$ cat src/rtl/inst_fetch_queue.sv
// Instruction queue between fetch and a dual-issue decoder: one write per cycle,
// up to two first-word-fall-through reads per cycle, synchronous flush, fetch-stop threshold.
module inst_fetch_queue #(
  parameter int DATA_W     = 70,
  parameter int DEPTH      = 32,
  parameter int ADDR_W     = 5,
  parameter int STOP_LEVEL = 27
) (
  input  logic              iCLOCK,
  input  logic              iRESET,
  input  logic              iFREE_REFRESH,
  input  logic              iPREVIOUS_VALID,
  input  logic [DATA_W-1:0] iPREVIOUS_DATA,
  output logic              oPREVIOUS_LOCK,
  output logic              oPREVIOUS_FETCH_STOP,
  output logic              oNEXT0_VALID,
  output logic [DATA_W-1:0] oNEXT0_DATA,
  output logic              oNEXT1_VALID,
  output logic [DATA_W-1:0] oNEXT1_DATA,
  input  logic [1:0]        iNEXT_RD_NUM,
  input  logic              iNEXT_LOCK,
  output logic [ADDR_W:0]   oCOUNT
);

  generate
    if ((DEPTH != (1 << ADDR_W)) || (DEPTH < 4) || (STOP_LEVEL < 1) || (STOP_LEVEL > DEPTH)) begin : gBadParams
      $error("inst_fetch_queue: illegal DEPTH/ADDR_W pairing or STOP_LEVEL out of range");
    end
  endgenerate

  localparam logic [ADDR_W:0] FULL_CNT = (ADDR_W+1)'(DEPTH);
  localparam logic [ADDR_W:0] STOP_CNT = (ADDR_W+1)'(STOP_LEVEL);

  logic [DATA_W-1:0] mem [DEPTH];
  logic [ADDR_W-1:0] wrPtr;
  logic [ADDR_W-1:0] rdPtr;
  logic [ADDR_W-1:0] rdPtrNext1;
  logic [ADDR_W:0]   count;
  logic [ADDR_W:0]   rdReq;
  logic [ADDR_W:0]   rdAmt;
  logic [ADDR_W:0]   countNext;
  logic              full;
  logic              wrEn;

  // Handshake: the producer's write is taken when iPREVIOUS_VALID && !oPREVIOUS_LOCK;
  // the decoder sees entries valid when oNEXTn_VALID and takes iNEXT_RD_NUM of them
  // (clamped to 2 and to occupancy) unless iNEXT_LOCK holds the read side.
  always_comb begin
    full       = (count == FULL_CNT);
    wrEn       = iPREVIOUS_VALID && !full;
    rdPtrNext1 = rdPtr + {{(ADDR_W-1){1'b0}}, 1'b1};
    rdReq      = '0;
    case (iNEXT_RD_NUM)
      2'd0:    rdReq = '0;
      2'd1:    rdReq = {{ADDR_W{1'b0}}, 1'b1};
      default: rdReq = {{(ADDR_W-1){1'b0}}, 2'b10};
    endcase
    rdAmt = '0;
    if (!iNEXT_LOCK) begin
      rdAmt = (rdReq > count) ? count : rdReq;
    end
    // Result always lies in 0..DEPTH, so ADDR_W+1 bits hold it exactly.
    countNext = count + {{ADDR_W{1'b0}}, wrEn} - rdAmt;
  end

  always_ff @(posedge iCLOCK or posedge iRESET) begin
    if (iRESET) begin
      wrPtr <= '0;
      rdPtr <= '0;
      count <= '0;
    end else if (iFREE_REFRESH) begin
      wrPtr <= '0;
      rdPtr <= '0;
      count <= '0;
    end else begin
      wrPtr <= wrPtr + {{(ADDR_W-1){1'b0}}, wrEn};
      rdPtr <= rdPtr + rdAmt[ADDR_W-1:0];
      count <= countNext;
    end
  end

  // Payload storage carries no reset; validity is tracked solely by count.
  always_ff @(posedge iCLOCK) begin
    if (wrEn && !iFREE_REFRESH) begin
      mem[wrPtr] <= iPREVIOUS_DATA;
    end
  end

  assign oNEXT0_DATA          = mem[rdPtr];
  assign oNEXT1_DATA          = mem[rdPtrNext1];
  assign oNEXT0_VALID         = (count >= {{ADDR_W{1'b0}}, 1'b1}) && !iNEXT_LOCK;
  assign oNEXT1_VALID         = (count >= {{(ADDR_W-1){1'b0}}, 2'b10}) && !iNEXT_LOCK;
  assign oPREVIOUS_LOCK       = full;
  assign oPREVIOUS_FETCH_STOP = (count >= STOP_CNT);
  assign oCOUNT               = count;

endmodule

$ cat config.mk
export PLATFORM = sky130hd
export DESIGN_NAME = inst_fetch_queue
export DESIGN_NICKNAME = d
export VERILOG_FILES = /design/src/rtl/inst_fetch_queue.sv
export SDC_FILE = /design/constraint.sdc
export NUM_CORES = 2
export LEC_CHECK = 0
export CAP_MARGIN = 25
export CORE_AREA = 2 2 460 462
export DETAILED_ROUTE_END_ITERATION = 10
export DIE_AREA = 0 0 462 464
export PLACE_DENSITY = 0.65
export SYNTH_ARGS = -nofsm -noshare
export SYNTH_HDL_FRONTEND = slang
export SYNTH_SLANG_ARGS = --single-unit
$ cat constraint.sdc
create_clock -name iCLOCK -period 14.5 [get_ports iCLOCK]
set_input_delay 1.45 -clock iCLOCK [delete_from_list [all_inputs] [get_ports iCLOCK]]
set_output_delay 1.45 -clock iCLOCK [all_outputs]
set_load 0.005 [all_outputs]
# == Word-level counts from Yosys, hierarchy flattened ==
# Memory sizes are Yosys's and may differ from the RTL's.
# Cells that the tools add are included.
# word_totals
output_inout_bits,150
inputBits,77
memories,1
ramBits,2240
ff_bits,16
# memory_table
memory,words,width,rd,rd_ports_with_merged_regs,wr,line_no,text
mem,32,70,2,0,1,34,logic [DATA_W-1:0] mem [DEPTH];
# op_classes
reduce_logical,8
n_addsub,5
mux,8
eq_ne,2
n_lt_le_gt_ge,4
# op_table
operator,count
6-bit 2-to-1 mux,3
5-bit 2-to-1 mux,2
6-bit by 1-bit adder with 6-bit output,1
"6-bit equality test, second input constant",1
"6-bit by 1-bit >= comparator with 1-bit output, second input constant",1
"6-bit by 2-bit >= comparator with 1-bit output, second input constant",1
"6-bit by 5-bit >= comparator with 1-bit output, second input constant",1
6-bit greater-than comparator,1
6-bit subtractor,1
5-bit by 1-bit adder with 5-bit output,1
"5-bit by 1-bit adder with 5-bit output, second input constant",1
5-bit adder,1
1-bit logical AND,4
2-bit case mux with 2 select lines,1
1-bit logical NOT,3
"2-bit by 1-bit equality test with 1-bit output, second input constant",1
2-bit logical NOT,1
1-bit 2-to-1 mux,2

# == Longest topological paths before layout ==
# depth
word_depth,7
depth_mapped,14

# == Worst setup path after synthesis ==
# Ideal clock, no wire load.
# synth_path
path_kind,input -> register
start,input port iPREVIOUS_VALID
end,memory mem[16][0] (enable)
setup_slack_ns,8.956
cell_stages,4
t_required_ns,14.001
t_arrival_ns,5.046
path_cell_list,inv_1 -> a311oi_1 -> nand3_1 -> nor2_1
# synth_between
elab_chain_len,4
# synth_lines
item,line_no,text
from (decl),12,"input logic iPREVIOUS_VALID,"
1-bit logical AND,50,wrEn = iPREVIOUS_VALID && !full;
1-bit logical AND,84,if (wrEn && !iFREE_REFRESH) begin
1-bit 2-to-1 mux,84,
1-bit 2-to-1 mux (implied by the code),85,mem[wrPtr] <= iPREVIOUS_DATA;
to (decl),34,
# No other way between the ends.

# == Final worst setup path ==
# layout_path
start,register rdPtr[1]
end,output port oNEXT1_DATA[33]
# layout_between
elab_chain_len,2
# layout_lines
item,line_no,text
from (decl),36,logic [ADDR_W-1:0] rdPtr;
from (signal assigned),77,rdPtr <= rdPtr + rdAmt[ADDR_W-1:0];
5-bit by 1-bit adder with 5-bit output,51,"rdPtrNext1 = rdPtr + {{(ADDR_W-1){1'b0}}, 1'b1};"
memory 32 x 70 bit,--,
to (decl),19,"output logic [DATA_W-1:0] oNEXT1_DATA,"
# No other way between the ends.

==> flow_metrics.tcl <==
set metrics [dict create \
    route.vias.total 57000 \
    gp_congestion 0.784 \
    cap_violations 0 \
    synth_top_area_cell "edfxtp_1" \
    synth-seq-area-share_pct 64.8 \
    reg2reg_from "oCOUNT[2]$_DFF_PP0_" \
    pwr-share-clk_pct 31.4 \
    hold_viol_final 0 \
    power.share.combinational_pct 28.4 \
    post-dp-hpwl_um 160000 \
    power.density_nw_per_um2 155 \
    num-nets-final 5083 \
    layout-drive-gt1-share_pct 37.7 \
    cp-start-kind "flop" \
    period_share_pct 54.8 \
    yosysTopAreaCellShare_pct 64.5 \
    synth_area_um2 104000 \
    placedCellCount 7541 \
    p_sw_w 0.00517 \
    holdCritStartpoint "wrPtr[4]$_DFF_PP0_" \
    yosysWarnings 0 \
    critPathArrivalTime_ps 6500 \
    grt_antenna_before_repair 18 \
    crit_path_max_fanout 137 \
    synthDistinctLibCells 43 \
    ys_ff_latch 2256 \
    slowest_stage "dfrtp_4" \
    crit_top_cell "buf_4" \
    end_kind "output pin" \
    wl_um 307000 \
    post-route-cell-area_um2 118000 \
    max_slew_margin_pct 17.7 \
    cts_max_path_buffers 3 \
    switching_share_pct 28.3 \
    drt_iter0_markers 7832 \
    r2r_end "mem[27][66]$_DFFE_PP_" \
    pin_count 227 \
    drtPass1Iterations 5 \
    worst_clock_skew_ps 28.4 \
    slew_viol_final 0 \
    hold_depth 2 \
    layout_min_cycle_time_ps 7950 \
    overflow 0 \
    max_stage_delay_ps 970 \
    vdd_drop_max_uv 173 \
    rsz0062_at_grt "no" \
    p_int_w 0.0131 \
    setup_tns_ps 0 \
    criticalPathCategory "reg2out" \
    grt.total_usage_pct 28.8 \
    numCtsBuffers 231 \
    p_leak_nw 35.0 \
    cts_resized 0 \
    viasPerCell 7.13 \
    async_flop_share_pct 0.709 \
    grt_max_degree 145 \
    area_growth_pct 13.1 \
    hp-class "reg2reg" \
    synth.avg_cell_area_um2 22.1 \
    grt_pass1_vias 57200 \
    syn_inst 4728 \
    initial_core_util_pct 49.9 \
    cts.clk_slew.worst_paths_ps 60 \
    synth.area.top_cells "edfxtp_1 (64%), mux4_2 (27%), mux2_2 (1.5%), a221oi_1 (1.2%), nor2b_1 (0.89%)" \
    max_slew.worst_pin.slew_ps 1200 \
    dpl-instance-area_um2 110000 \
    reg2reg_slack_ps 9790 \
    ff2ff_path_depth 6 \
    holdBufCountCts 0 \
    row_count 168 \
    post_cts_buffers 0 \
    grt_pass1_wl_um 433000 \
    synthFlopType "edfxtp_1" \
    layout.cells.non_filler 7993 \
    drc 0 \
    wire_per_inst_um 38.4 \
    fp.coreArea_um2 209000 \
    die_y_um 464 \
    setup_viol 0 \
    dieArea_um2 214000 \
    clock_latency_ps 870 \
    root_buffer "clkbuf_16" \
    crit_chain "ha_4, buf_12, buf_4, mux4_2, nor2b_1, a221oi_1, a2111oi_0, buf_4, clkdlybuf4s50_1" \
    cts_tree "yes" \
    power_frac_seq_pct 40.1 \
    dieWidth_um 462 \
    port_buffers 226 \
    h-tree-depth 4 \
    max_freq_ghz 0.126 \
    status "finished clean" \
    min_to "wrPtr[4]$_DFF_PP0_" \
    clkSinkCount 2256 \
    drtAntennaViolNets 0 \
    synth_edf_count 2240 \
    worst_ep_required_time_ps 13050 \
]
-- placed cells by master (no fill, tap or decap), types with 53 or more instances in the layout --
cell type / count
a2111oi_0: 55
a221oi_1: 143
a31oi_1: 72
buf_4: 159
clkbuf_1: 53
clkbuf_16: 240
clkdlybuf4s50_1: 226
clkinv_1: 54
edfxtp_1: 2240
mux2_2: 135
mux2i_1: 92
mux4_2: 1251
nor2b_1: 148
-- cells in the mapped netlist, drive strengths merged (4+ instances only) --
master / count
a2111oi: 69
a21o: 5
a21oi: 8
a221oi: 143
a22o: 6
a31oi: 72
buf: 186
clkbuf: 216
dfrtp: 16
edfxtp: 2240
ha: 19
inv: 8
mux2: 135
mux2i: 92
mux4: 1251
nand2: 11
nand2b: 4
nand3: 10
nor2: 47
nor2b: 148
xnor2: 5
xor2: 9
-- worst max path at each step --
stage / depth (start not counted) / endpoint / start / slack (ps)
floorplan: 4 / mem[16][0]$_DFFE_PP_ / iPREVIOUS_VALID / 8960
global placement: 8 / oNEXT1_DATA[3] / rdPtr[0]$_DFF_PP0_ / 7100
CTS: 8 / oNEXT1_DATA[17] / rdPtr[0]$_DFF_PP0_ / 6440
detailed placement: 8 / oNEXT1_DATA[1] / rdPtr[1]$_DFF_PP0_ / 7430
finish: 9 / oNEXT1_DATA[33] / rdPtr[1]$_DFF_PP0_ / 6550
global route: 8 / oNEXT1_DATA[16] / rdPtr[0]$_DFF_PP0_ / 6260
-- critical path: cells and delay by family, from the launching register on --
kind | cells | cell delay (ps)
mux | 1 | 360
fa+ha+maj | 1 | 610
flops | 1 | 970
buf+inv | 4 | 2270
compound gates | 2 | 930
simple gates | 1 | 200
-- routing by layer --
| metal | wire [um] | global-route usage, % | vias to the layer above |
|---|---|---|---|
| met2 | 146000 | 44.8 | 3534 |
| met3 | 32600 | 5.49 | 561 |
| li1 | - | - | 21700 |
| met5 | 101 | 0 | - |
| met1 | 118000 | 41.8 | 31100 |
| met4 | 10000 | 8.83 | 16 |
-- logic make-up after synthesis --
logic type                 synth area share [%]
AOI/OAI and AO/OA                          2.42
xor gates and xnor gates                  0.117
adders and majority gates                 0.266
buffers and inverters                      1.76
DFF                                        64.8
muxes                                      29.3
other                                   0.00720
and+or+nand+nor                            1.26
-- sequential cells by signal (all words and copies together) (netlist names) --
register  cells
oCOUNT        6
wrPtr         5
mem        2240
rdPtr         5
-- through the flow --
step | setup WS [ps] | hold WS (ps) | total power, W | util, %
3_5_place_dp | 7430 | 625 | 0.0127 | 52.8
5_1_grt | 6260 | 697 | 0.0189 | 56.4
2_1_floorplan | 8960 | 578 | 0.0106 | -
4_1_cts | 6440 | 640 | 0.0184 | 56.2
6_report | 6550 | 651 | 0.0183 | 56.4
3_3_place_gp | 7100 | 613 | 0.0127 | 52.6
-- power by group through the flow --
stage	clock (W)	combinational, W	sequential, W
after floorplan	0	0.00324	0.00741
after global placement	0	0.00518	0.00748
after detailed placement	0	0.00518	0.00748
after CTS	0.00583	0.00521	0.00735
after global routing	0.00609	0.00548	0.00735
final	0.00576	0.00520	0.00734
-- layout make-up --
type	count	area, um2
Multi-Input combinational cell	2065	35200
Clock buffer	287	6050
Antenna cell	11	27.5
Sequential cell	2256	67700
Timing Repair Buffer	423	4270
Tap cell	2805	3510
Inverter	8	30.0
Clock inverter	138	1220
Fill cell	15200	91100
Power figures use the tool's default switching activity.
